--- src/rtl/systolic_pkg.sv ---
// Shared FSM encoding and default sizing for the systolic array feeder.
package systolic_pkg;

  localparam int unsigned DEF_DATA_WIDTH = 16;
  localparam int unsigned DEF_ROWS       = 2;
  localparam int unsigned DEF_COLS       = 2;

  typedef enum logic [2:0] {
    ST_IDLE   = 3'd0,
    ST_LOAD_W = 3'd1,
    ST_ACT    = 3'd2,
    ST_FLUSH  = 3'd3,
    ST_DONE   = 3'd4
  } state_e;

  // Width of a counter that must hold values 0..n (never narrower than 1 bit).
  function automatic int unsigned cnt_width(input int unsigned n);
    int unsigned w;
    w = $clog2(n + 1);
    return (w < 1) ? 1 : w;
  endfunction

endpackage

--- src/rtl/skew_delay_line.sv ---
// Fixed-depth delay line for one array row: data, element-valid and end marker.
// Data stages only advance when a real element moves into them, so bubbles
// leave the previously presented value on the output.
module skew_delay_line #(
  parameter int unsigned DATA_WIDTH = 16,
  parameter int unsigned DEPTH      = 1
) (
  input  logic                  clk,
  input  logic                  rst_n,
  input  logic [DATA_WIDTH-1:0] data_i,
  input  logic                  en_i,
  input  logic                  end_i,
  output logic [DATA_WIDTH-1:0] data_o,
  output logic                  en_o,
  output logic                  end_o
);

  logic [DEPTH-1:0][DATA_WIDTH-1:0] data_q, data_d;
  logic [DEPTH-1:0]                 en_q, en_d;
  logic [DEPTH-1:0]                 end_q, end_d;

  // Next-stage values: enables and end markers always shift, data only with an element.
  always_comb begin
    data_d = data_q;
    en_d   = '0;
    end_d  = '0;
    en_d[0]  = en_i;
    end_d[0] = end_i;
    if (en_i) begin
      data_d[0] = data_i;
    end
    for (int k = 1; k < int'(DEPTH); k++) begin
      en_d[k]  = en_q[k-1];
      end_d[k] = end_q[k-1];
      if (en_q[k-1]) begin
        data_d[k] = data_q[k-1];
      end
    end
  end

  // Stage registers; reset discards anything in flight.
  always_ff @(posedge clk or negedge rst_n) begin
    if (!rst_n) begin
      data_q <= '0;
      en_q   <= '0;
      end_q  <= '0;
    end else begin
      data_q <= data_d;
      en_q   <= en_d;
      end_q  <= end_d;
    end
  end

  assign data_o = data_q[DEPTH-1];
  assign en_o   = en_q[DEPTH-1];
  assign end_o  = end_q[DEPTH-1];

endmodule

--- src/rtl/systolic_feeder.sv ---
// Feeds weights and diagonally skewed activations into a ROWS x COLS systolic
// array: loads ROWS weight rows, streams activation columns, then flushes
// until the last element has left the deepest row.
module systolic_feeder
  import systolic_pkg::*;
#(
  parameter int unsigned DATA_WIDTH = DEF_DATA_WIDTH,
  parameter int unsigned ROWS       = DEF_ROWS,
  parameter int unsigned COLS       = DEF_COLS
) (
  input  logic                            clk,
  input  logic                            rst_n,
  input  logic                            start_i,
  input  logic [COLS-1:0][DATA_WIDTH-1:0] w_vec_i,
  input  logic                            w_valid_i,
  output logic                            w_ready_o,
  input  logic [ROWS-1:0][DATA_WIDTH-1:0] a_vec_i,
  input  logic                            a_valid_i,
  input  logic                            a_last_i,
  output logic                            a_ready_o,
  output logic [COLS-1:0][DATA_WIDTH-1:0] weight_o,
  output logic [COLS-1:0]                 WEIGHT_ENABLE_o,
  output logic [ROWS-1:0][DATA_WIDTH-1:0] activation_o,
  output logic [ROWS-1:0]                 ACTIVATION_ENABLE_o,
  output logic [ROWS-1:0]                 END_SIGNAL_o,
  output logic                            STOP_WEIGHT_o,
  output logic                            CLEAR_ALL_o,
  output logic                            busy_o,
  output logic                            done_o
);

  localparam int unsigned CNT_W = cnt_width(ROWS);

  state_e                          state_q, state_d;
  logic [CNT_W-1:0]                cnt_q, cnt_d;
  logic [COLS-1:0][DATA_WIDTH-1:0] weight_q, weight_d;
  logic [COLS-1:0]                 wen_q, wen_d;
  logic                            w_ready_q, w_ready_d;
  logic                            a_ready_q, a_ready_d;
  logic                            stop_q, stop_d;
  logic                            clear_q, clear_d;
  logic                            busy_q, busy_d;
  logic                            done_q, done_d;

  logic w_hs;
  logic a_hs;

  assign w_hs = w_valid_i & w_ready_q;
  assign a_hs = a_valid_i & a_ready_q;

  // Next state and next registered outputs; cnt_q counts weight rows in LOAD_W
  // and drain cycles in FLUSH.
  always_comb begin
    state_d  = state_q;
    cnt_d    = cnt_q;
    weight_d = weight_q;
    wen_d    = '0;
    clear_d  = 1'b0;

    if (w_hs) begin
      weight_d = w_vec_i;
      wen_d    = '1;
    end

    case (state_q)
      ST_IDLE: begin
        if (start_i) begin
          state_d = ST_LOAD_W;
          cnt_d   = '0;
          clear_d = 1'b1;
        end
      end
      ST_LOAD_W: begin
        if (w_hs) begin
          if (cnt_q == CNT_W'(ROWS - 1)) begin
            state_d = ST_ACT;
            cnt_d   = '0;
          end else begin
            cnt_d = cnt_q + CNT_W'(1);
          end
        end
      end
      ST_ACT: begin
        if (a_hs && a_last_i) begin
          state_d = ST_FLUSH;
          cnt_d   = '0;
        end
      end
      ST_FLUSH: begin
        if (cnt_q == CNT_W'(ROWS - 1)) begin
          state_d = ST_DONE;
        end else begin
          cnt_d = cnt_q + CNT_W'(1);
        end
      end
      ST_DONE: begin
        state_d = ST_IDLE;
      end
      default: begin
        state_d = ST_IDLE;
      end
    endcase

    w_ready_d = (state_d == ST_LOAD_W);
    a_ready_d = (state_d == ST_ACT);
    busy_d    = (state_d != ST_IDLE);
    done_d    = (state_d == ST_DONE);
    stop_d    = (state_d == ST_ACT) || (state_d == ST_FLUSH) || (state_d == ST_DONE);
  end

  // State and registered control outputs.
  always_ff @(posedge clk or negedge rst_n) begin
    if (!rst_n) begin
      state_q   <= ST_IDLE;
      cnt_q     <= '0;
      weight_q  <= '0;
      wen_q     <= '0;
      w_ready_q <= 1'b0;
      a_ready_q <= 1'b0;
      stop_q    <= 1'b0;
      clear_q   <= 1'b0;
      busy_q    <= 1'b0;
      done_q    <= 1'b0;
    end else begin
      state_q   <= state_d;
      cnt_q     <= cnt_d;
      weight_q  <= weight_d;
      wen_q     <= wen_d;
      w_ready_q <= w_ready_d;
      a_ready_q <= a_ready_d;
      stop_q    <= stop_d;
      clear_q   <= clear_d;
      busy_q    <= busy_d;
      done_q    <= done_d;
    end
  end

  // One delay line per row; row r sits r cycles behind row 0.
  for (genvar r = 0; r < int'(ROWS); r++) begin : g_row
    skew_delay_line #(
      .DATA_WIDTH (DATA_WIDTH),
      .DEPTH      (r + 1)
    ) u_skew (
      .clk    (clk),
      .rst_n  (rst_n),
      .data_i (a_vec_i[r]),
      .en_i   (a_hs),
      .end_i  (a_hs & a_last_i),
      .data_o (activation_o[r]),
      .en_o   (ACTIVATION_ENABLE_o[r]),
      .end_o  (END_SIGNAL_o[r])
    );
  end

  assign weight_o        = weight_q;
  assign WEIGHT_ENABLE_o = wen_q;
  assign w_ready_o       = w_ready_q;
  assign a_ready_o       = a_ready_q;
  assign STOP_WEIGHT_o   = stop_q;
  assign CLEAR_ALL_o     = clear_q;
  assign busy_o          = busy_q;
  assign done_o          = done_q;

endmodule

--- config.mk ---
export PLATFORM = sky130hd
export DESIGN_NAME = systolic_feeder
export DESIGN_NICKNAME = d
export VERILOG_FILES = /design/src/rtl/systolic_pkg.sv /design/src/rtl/skew_delay_line.sv /design/src/rtl/systolic_feeder.sv
export SDC_FILE = /design/constraint.sdc
export NUM_CORES = 1
export LEC_CHECK = 0
export ABC_AREA = 1
export ABC_CLOCK_PERIOD_IN_PS = 1200
export CELL_PAD_IN_SITES_DETAIL_PLACEMENT = 2
export CELL_PAD_IN_SITES_GLOBAL_PLACEMENT = 2
export CORE_MARGIN = 1
export CORE_UTILIZATION = 23
export DETAILED_ROUTE_END_ITERATION = 8
export GPL_ROUTABILITY_DRIVEN = 0
export GPL_TIMING_DRIVEN = 0
export PLACE_DENSITY = 0.79
export SETUP_SLACK_MARGIN = 0.4
export SLEW_MARGIN = 20
export SYNTH_ARGS = -nofsm -noshare
export SYNTH_HDL_FRONTEND = slang
export SYNTH_SLANG_ARGS = --single-unit
--- constraint.sdc ---
create_clock -name clk -period 1.2 [get_ports clk]
set_input_delay 0.18 -clock clk [delete_from_list [all_inputs] [get_ports clk]]
set_output_delay 0.18 -clock clk [all_outputs]
set_load 0.005 [all_outputs]
---- After elaboration in Yosys (flattened, before gate mapping) ----
Index checks and enable logic that the tools add are counted.
storage, ports and cells
  RAM bits ................................ 0
  output and inout port bits .............. 76
  memory bits (read-only) ................. 0
  input port bits ......................... 70
  word-level logic and storage cells ...... 56
  memories kept ........................... 0
  register bits ........................... 99
  bits in latches ......................... 0
operators by class
  $mul .................................... 0
  reductions and logical operators ........ 7
  $add $sub $neg .......................... 1
  div/mod/pow operators ................... 0
  magnitude comparators ................... 0
  multiplexer cells ....................... 15
  shift operators ......................... 0
  bitwise operators ....................... 3
  equality and inequality tests ........... 12
operator list
  kind                                                             number
  3-bit 2-to-1 mux                                                 5
  3-bit by 2-bit == test with 1-bit output, second input constant  4
  2-bit 2-to-1 mux                                                 6
  3-bit one-hot mux with 4 select lines                            1
  2-bit inequality test, second input constant                     4
  2-bit one-hot mux with 4 select lines                            1
  3-bit by 1-bit == test with 1-bit output, second input constant  2
  5-bit AND reduction                                              1
  4-bit nonzero test                                               1
  1-bit AND                                                        3
  3-bit == test, second input constant                             1
  3-bit zero test                                                  1
  3-bit nonzero test                                               1
  2-bit by 1-bit adder with 2-bit output, second input constant    1
  2-bit by 1-bit == test with 1-bit output, second input constant  1
  1-bit logical OR                                                 2
  1-bit 2-to-1 mux                                                 2
  1-bit logical AND                                                1

---- Longest topological paths before layout ----
Gate-level depths: netlist (run 1).
  word-level depth ........................ 7
  mapped depth ............................ 8
  depth with buffers taken out ............ 8

---- Modules after synthesis ----
Synthesis (run 1) repeated with hierarchy kept, for this count alone.
second synthesis, totals
  cell total of the unflattened synthesis .. 435
  area, all modules ....................... 3928.8 um2
by module, submodules not included
  module                              sequential area each (um2)  instances  cells each  area an instance (um2)
  systolic_feeder                     1101.1                      1          209         1767.9
  skew_delay_line at g_row[1].u_skew  900.9                       1          156         1466.4
  skew_delay_line at g_row[0].u_skew  450.4                       1          70          694.4

---- Least setup slack after synthesis (run 1) ----
Ideal clock, no wire load.
  path kind ............................... register to register
  start point ............................. reg cnt_q[0]
  end point ............................... reg cnt_q[0]
  clock period less this slack ............ 1200 ps
  buffers on the path ..................... 0
  cell stages (with the launch flop) ...... 8
  data arrival time ....................... 1083 ps
  setup slack ............................. 0 ps
  library setup time ...................... 116 ps
  data required time ...................... 1084 ps
  path through ............................ dfrtp_1 > ha_1 > inv_1 > o21ai_0 > nor2_1 > nand2_1 > nand2_1 > nand2_1
between the ends
  longest elaborated chain between the ends .. 4
  elaborated cells on any way between the ends .. 8
  classes of those cells .................. 1 x add/sub; 2 x eq/ne; 4 x mux; 1 x reduce/logical
RTL lines
  element                                                                                             RTL line                source
  start: declaration                                                                                  systolic_feeder.sv:35   logic [CNT_W-1:0] cnt_q, cnt_d;
  start signal: assignment                                                                            systolic_feeder.sv:126  cnt_q <= cnt_d;
  2-bit by 1-bit adder with 2-bit output or 2-bit by 1-bit == test with 1-bit output (tied branches)  -
  2-bit 2-to-1 mux                                                                                    systolic_feeder.sv:75   if (cnt_q == CNT_W'(ROWS - 1)) begin
  2-bit 2-to-1 mux                                                                                    systolic_feeder.sv:74   if (w_hs) begin
  2-bit one-hot mux with 4 select lines                                                               systolic_feeder.sv:65   case (state_q)
Parallel ways exist; a longest one is shown, timed or not. The select of a mux whose other input is x is not followed.
A chain may end at the register's enable or synchronous reset.

---- Worst setup path after layout (run 1) ----
  start point ............................. reg a_ready_q (netlist: a_ready_o)
  end point ............................... reg g_row[1].u_skew.data_q[2] (netlist bit)
between the ends
  longest elaborated chain between the ends .. 1
RTL lines
  element                   RTL line                source
  start: declaration        systolic_feeder.sv:39   logic a_ready_q, a_ready_d;
  start signal: assignment  systolic_feeder.sv:130  a_ready_q <= a_ready_d;
  1-bit AND                 systolic_feeder.sv:49   assign a_hs = a_valid_i & a_ready_q;
  end signal: assignment    skew_delay_line.sv:48   data_q <= data_d;
  end: declaration          skew_delay_line.sv:18   logic [DEPTH-1:0][DATA_WIDTH-1:0] data_q, data_d;
Every way passes these cells.

==> reports/summary.txt, run 1 <==
Outcome: finished with violations
Failing checks: hold timing, setup timing
Clock Sink Count: 96
Leak: 4.05 nW
Syn Inst Count: 401
RSZ-0062 raised after global routing: true
Via density: 4.27
Mux cell area share after synthesis: 4.71%
WHS: -0.263 ns
Synth-to-layout area growth: 108%
First-pass GRT wire length: 23700 um
Fmax: 0.778 GHz
Vias in the first global route: 4260
Slew margin rel.: 71.1%
Synth Net Count: 473
Synthesized area: 0.00383 mm^2
Most frequent cells in the layout: nand2_2, dfrtp_1, clkdlybuf4s50_1
Pins over their slew limit: 0
Worst R2R Path Depth: 7
Layout cells sized above 1: 64.9%
Maximum VDD drop: 946 uV
Cts bufs inserted: 9
Clock buffer depth: 2
CP cell instances: nand2_4 > buf_6 > buf_6 > buf_6 > buf_8 > nand2_4 > nand2_4
Arrival @ worst endpoint: 1.52 ns
CTS tree: done
Die Ht: 131 um
Worst R2R Setup Slack: -0.08 ns
Hold crit path type: in -> async
DIE WIDTH: 131 um
Worst setup margin: -0.0848 ns
Fin Setup TNS: -1.43 ns
EDFF count, synth: 0
Critical R2R Capture: g_row[1].u_skew.data_q[2]$_DFFE_PN0N_
Tmin final: 1.28 ns
Initial antenna violation count: 0
Xor/xnor share of the synthesized area: 0%
Grt ovf: 0
PD cells: 2410 mW/mm^2
Syn avg cell area: 9.55 um^2
CP Class: reg -> reg
Post-synthesis sequential area ratio: 62.7%
Largest family of logic cells by synthesized area: simple AND/OR/NAND/NOR gates
CP max stage delay: 0.43 ns
Final Util: 49.5%
Worst Setup SP: a_ready_o$_DFF_PN0_
Place WS: -0.440 ns
Rows: 46
Largest net degree at the start of global routing: 56
Crit-path max FO: 5
Compound-cell area share of the yosys netlist: 0.261%
Residual DRC: 0
Fill cell total of the finished layout: 1541
Slew @ Worst Pin: 0.433 ns
Max-cap violation count: 0
Buffers added on ports: 145
Crit path capture type: register
Reg-to-reg startpoint: a_ready_o$_DFF_PN0_
CP Launch Type: register
Commonest non-fill, non-tap cell in the layout: nand2_2
Cell variety after synth: 19
Diode count: 0
Core area: 0.0161 mm^2
Drt pass-1 iters: 4
Post-Synth Adder-Cell Area: 0.654%
Yosys warns: 0
Root Driver: clkbuf_16
Final Hold Viols: 41
Nets@finish: 730
Slowest cell on crit path: dfrtp_1
Initial core utilization: 23.8%
Die ar.: 0.0172 mm^2
DR iter-0 viols: 103
Avg WL per Cell: 20.3 um
Routed WL: 17800 um
Via count: 3752
Htree depth: 3
Setup Skew: 0.0125 ns
Clock insertion delay at the later pin of the skew report: 0.35 ns
Worst endpoint required time: 1.43 ns
Ys async rst share: 100%
Simple-gate share of the synthesized area: 24.1%
Antenna viol nets, final: 0
Post-synth top flop: dfrtp_1
Final setup vio count: 35
IO Count: 146
Clk pin slew, worst setup/hold paths: 0.08 ns
Fin crit share: 107%
Dpl hpwl: 9040 um
Gr usage total: 19.0%
Yosys reg bits: 96
[final cells by class]
| type | instances | area (um^2) | area share (%) |
|---|---|---|---|
| flip-flops and latches | 96 | 2410 | 30.3 |
| well taps | 216 | 270 | 3.40 |
| repair buffers | 246 | 2360 | 29.7 |
| multi-input cells | 254 | 1960 | 24.7 |
| inverters | 16 | 86.3 | 1.09 |
| clock inverters | 6 | 130 | 1.64 |
| plain buffers | 35 | 497 | 6.25 |
| clock buffers | 10 | 239 | 3.01 |
[registers in the layout, summed over array words and instances (netlist names)]
name,cells
cnt_q,2
CLEAR_ALL_o,1
weight_o,32
w_ready_o,1
g_row.u_skew.data_o,32
g_row.u_skew.data_q,16
a_ready_o,1
busy_o,1
g_row.u_skew.en_q,2
STOP_WEIGHT_o,1
done_o,1
WEIGHT_ENABLE_o,1
state_q,3
g_row.u_skew.end_q,2
[stage by stage]
stage                     cells  power, W  hold slack, ns  cell area (um^2)
after floorplan             401   0.00784          -0.116              3960
after global placement      762    0.0108           0.386              5680
after detailed placement    763    0.0112           0.132              5710
after CTS                   837    0.0168          -0.252              7120
after global routing        879    0.0202          -0.236              7950
final                       879    0.0192          -0.263              7950
[worst max-delay path: cells and delay by family, from the launching register on]
family / cells / cell delay [ns]
DFF: 1 / 0.43
and+or+nand+nor: 3 / 0.23
buffers and inverters: 4 / 0.49
[cells in the mapped netlist, types with 2 or more instances]
cell / instances / area (um^2)
dfrtp_1: 96 / 2400
inv_1: 14 / 52.6
mux2_2: 16 / 180
nor2_1: 6 / 22.5
nor2_2: 5 / 31.3
nand3_1: 6 / 30.0
nand2_2: 4 / 25.0
buf_4: 21 / 158
nand2_1: 210 / 788
inv_2: 2 / 7.51
clkbuf_1: 3 / 11.3
o21ai_0: 2 / 10.0
ha_1: 2 / 25.0
buf_2: 9 / 45.0
[power breakdown]
group          leakage (nW)  internal (W)  switching (W)
registers              1.22       0.00458        0.00114
logic                  2.65       0.00550        0.00433
clock network         0.182       0.00230        0.00133
total                  4.05        0.0124        0.00680
[what timing repair did]
action	4_1_cts	5_1_grt
setup buffers	48	39
cloned	10	3
pin swaps	49	50
endpoints found under the setup margin	170	169
resized for setup	525	128
hold endpoints to repair	41	41
[worst max path at each step]
stage                                                   endpoint  slack, ns
after floorplan                             cnt_q[0]$_DFFE_PN0P_       0.09
after CTS                                   cnt_q[0]$_DFFE_PN0P_      -0.05
after global placement    g_row[1].u_skew.data_q[11]$_DFFE_PN0N_      -3.82
final                      g_row[1].u_skew.data_q[2]$_DFFE_PN0N_      -0.08
after detailed placement                    cnt_q[0]$_DFFE_PN0P_      -0.44
after global routing                         a_ready_o$_DFF_PN0_      -0.13
[logic make-up (layout without fill, tap and decap cells)]
kind of cell               count (synthesis)  after routing
buffers and inverters                     51            313
muxes                                     16             16
adders and majority gates                  2              2
and+or+nand+nor                          234            234
DFF                                       96             96
AOI/OAI and AO/OA                          2              2
[routing by layer]
metal | global-route usage (%) | routed length, um | vias to the layer above
li1 | - | - | 1714
met3 | 4.03 | 807 | 23
met1 | 19.9 | 6310 | 1909
met4 | 6.42 | 354 | 0
met2 | 37.2 | 10300 | 106
met5 | 0 | 0 | -
(Power assumes the default switching activity.)
==> inputs of run 2 (changes only) <==
- SETUP_SLACK_MARGIN: 0.4 -> 0.02
==> reports/summary.txt, run 2 (same netlist as run 1, synthesis figures left out) <==
Fmax: 0.768 GHz (-1.4%)
Via count: 3413 (-9.0%)
Layout cells sized above 1: 33.3% (-32 points)
Fill cell total of the finished layout: 1678 (+8.9%)
RSZ-0062 raised after global routing: true
Gr usage total: 16.9% (-2.1 points)
Drt pass-1 iters: 4 (unchanged)
Slew @ Worst Pin: 0.425 ns (-0.00800 ns)
Failing checks: setup timing
Combinational fraction of design power: 43.0% (-8.3 points)
CTS tree: done
Dpl hpwl: 9350 um (+3.4%)
Final Hold Viols: 0 (-100%)
Initial core utilization: 23.8% (unchanged)
Placed cell area: 0.00558 mm^2 (-2.3%)
CP Launch Type: register
Die Ht: 131 um (unchanged)
Worst endpoint required time: 1.44 ns (about the same)
Uppermost layer routed: met4
Leak: 3.42 nW (-15%)
Residual DRC: 0 (unchanged)
Initial antenna violation count: 0 (unchanged)
Multi-input logic area: 0.00143 mm^2 (-27%)
Routed WL: 14300 um (-19%)
Core area: 0.0161 mm^2 (unchanged)
CP Depth: 8 (+1)
Design Area, Final: 0.00657 mm^2 (-17%)
Crit path capture type: register
Slew margin rel.: 71.6% (+0.53 points)
Met1 wire length: 5520 um (-13%)
IO Count: 146 (unchanged)
Most frequent cells in the layout: nand2_1, dfrtp_1, clkdlybuf4s50_1
Cts bufs inserted: 9 (unchanged)
Synth-to-layout area growth: 71.5%
First-pass GRT wire length: 21400 um (-9.5%)
Buffers added on ports: 145 (unchanged)
DR iter-0 viols: 82 (-20%)
Crit path buffers/inverters: 3 (-1)
CP max stage delay: 0.40 ns (-0.03 ns)
Clock insertion delay at the later pin of the skew report: 0.35 ns (about the same)
Worst setup margin: -0.103 ns (-0.0180 ns)
Worst R2R Path Depth: 8 (+1)
Rows: 46 (unchanged)
Via density: 4.20 (-1.7%)
Maximum VDD drop: 827 uV (-13%)
Met2 wire length: 7980 um (-23%)
Slowest cell on crit path: dfrtp_1
Crit-path max FO: 3 (-2)
Final Util: 40.9% (-8.6 points)
Hold crit path type: in -> async
Grt ovf: 0 (unchanged)
Setup Skew: 0.00476 ns (-0.00777 ns)
Root Driver: clkbuf_16
Met3 routed WL: 587 um (-27%)
Critical path's top delay family: flip-flops
Avg WL per Cell: 17.6 um (-13%)
Arrival @ worst endpoint: 1.55 ns (+0.03 ns)
Vias in the first global route: 3928 (-7.8%)
CP Class: reg -> reg
Outcome: finished with violations
Commonest non-fill, non-tap cell in the layout: nand2_1
Clock buffer depth: 2 (unchanged)
Diode count: 0 (unchanged)
Clk pwr share: 21.0% (+2.1 points)
Reg area: 0.00241 mm^2 (about the same)
Nets@finish: 665 (-8.9%)
Fin crit share: 109% (+1.5 points)
Clock Sink Count: 96 (unchanged)
CP cell instances: inv_2 > ha_4 > inv_4 > o21ai_4 > nor2_2 > buf_6 > nand3_2 > nand2_2
DIE WIDTH: 131 um (unchanged)
Internal Pwr Total: 0.00996 W (-20%)
Pins over their slew limit: 0 (unchanged)
PD cells: 2300 mW/mm^2 (-4.5%)
Htree depth: 3 (unchanged)
P_sw: 0.00515 W (-24%)
Final setup vio count: 17 (-51%)
Clk pin slew, worst setup/hold paths: 0.07 ns (about the same)
Switch share: 34.1% (-1.4 points)
Max-cap violation count: 0 (unchanged)
Antenna viol nets, final: 0 (unchanged)
Tmin final: 1.30 ns (+0.0180 ns)
Die ar.: 0.0172 mm^2 (unchanged)
Largest net degree at the start of global routing: 56 (unchanged)
Seq pwr share: 36.1% (+6.3 points)
[run 2: power by group through the flow]
| stage | registers (W) | logic, W | clock network, W |
|---|---|---|---|
| after floorplan | 0.00531 | 0.00225 | 0 |
| after global placement | 0.00531 | 0.00519 | 0 |
| after detailed placement | 0.00542 | 0.00551 | 0 |
| after CTS | 0.00541 | 0.00582 | 0.00327 |
| after global routing | 0.00562 | 0.00718 | 0.00337 |
| final | 0.00545 | 0.00650 | 0.00317 |
[run 2: worst paths after layout]
path	start	to	slack [ns]
hold / removal	rst_n	g_row[1].u_skew.data_o[3]$_DFFE_PN0P_	0.33
max in group asynchronous	rst_n	weight_o[9]$_DFFE_PN0N_	0.22
setup / recovery	cnt_q[1]$_DFFE_PN0P_	cnt_q[1]$_DFFE_PN0P_	-0.10
min in group clk	a_vec_i[22]	g_row[1].u_skew.data_q[6]$_DFFE_PN0N_	0.36
setup reg to reg	cnt_q[1]$_DFFE_PN0P_	cnt_q[1]$_DFFE_PN0P_	-0.10
hold reg to reg	g_row[1].u_skew.end_q[0]$_DFF_PN0_	g_row[1].u_skew.end_q[1]$_DFF_PN0_	0.38
[run 2: what timing repair did]
action	in CTS	in global routing
hold endpoints to repair	41	0
cloned	1	2
hold buffers	1	0
resized for setup	236	103
pin swaps	14	10
setup buffers	24	14
endpoints found under the setup margin	148	82
[run 2: final cells by class]
class                      instances  area share (%)
clock inverter                     3           0.991
inverter                          16            1.05
sequential                        96            36.6
timing repair buffer             187            27.7
buffer                            29            3.87
clock buffer                      12            3.91
tap                              216            4.12
multi-input combinational        254            21.7
[run 2: per-layer routing]
metal  global-route usage (%)  vias to the layer above
met5                        0                        -
met4                     6.29                        0
met3                     3.75                       18
met2                     31.1                       83
met1                     19.0                     1730
li1                         -                     1582
[run 2: metrics by stage]
stage	power [W]	cells	setup slack, ns	hold WS [ns]	TNS (ns)
3_5_place_dp	0.0109	763	-0.380	0.134	-20.25
4_1_cts	0.0145	803	-0.0733	0.329	-0.441
6_report	0.0151	813	-0.103	0.334	-0.484
5_1_grt	0.0162	813	-0.149	0.369	-2.20
3_3_place_gp	0.0105	762	-3.75	0.358	-375.93
2_1_floorplan	0.00755	401	0.0322	-0.116	0
[run 2: worst register-to-register path, cell delays in order (launching register included)]
cell     delay, ns
dfrtp_1       0.40
inv_2         0.09
ha_4          0.18
inv_4         0.06
o21ai_4       0.16
nor2_2        0.07
buf_6         0.12
nand3_2       0.07
nand2_2       0.05
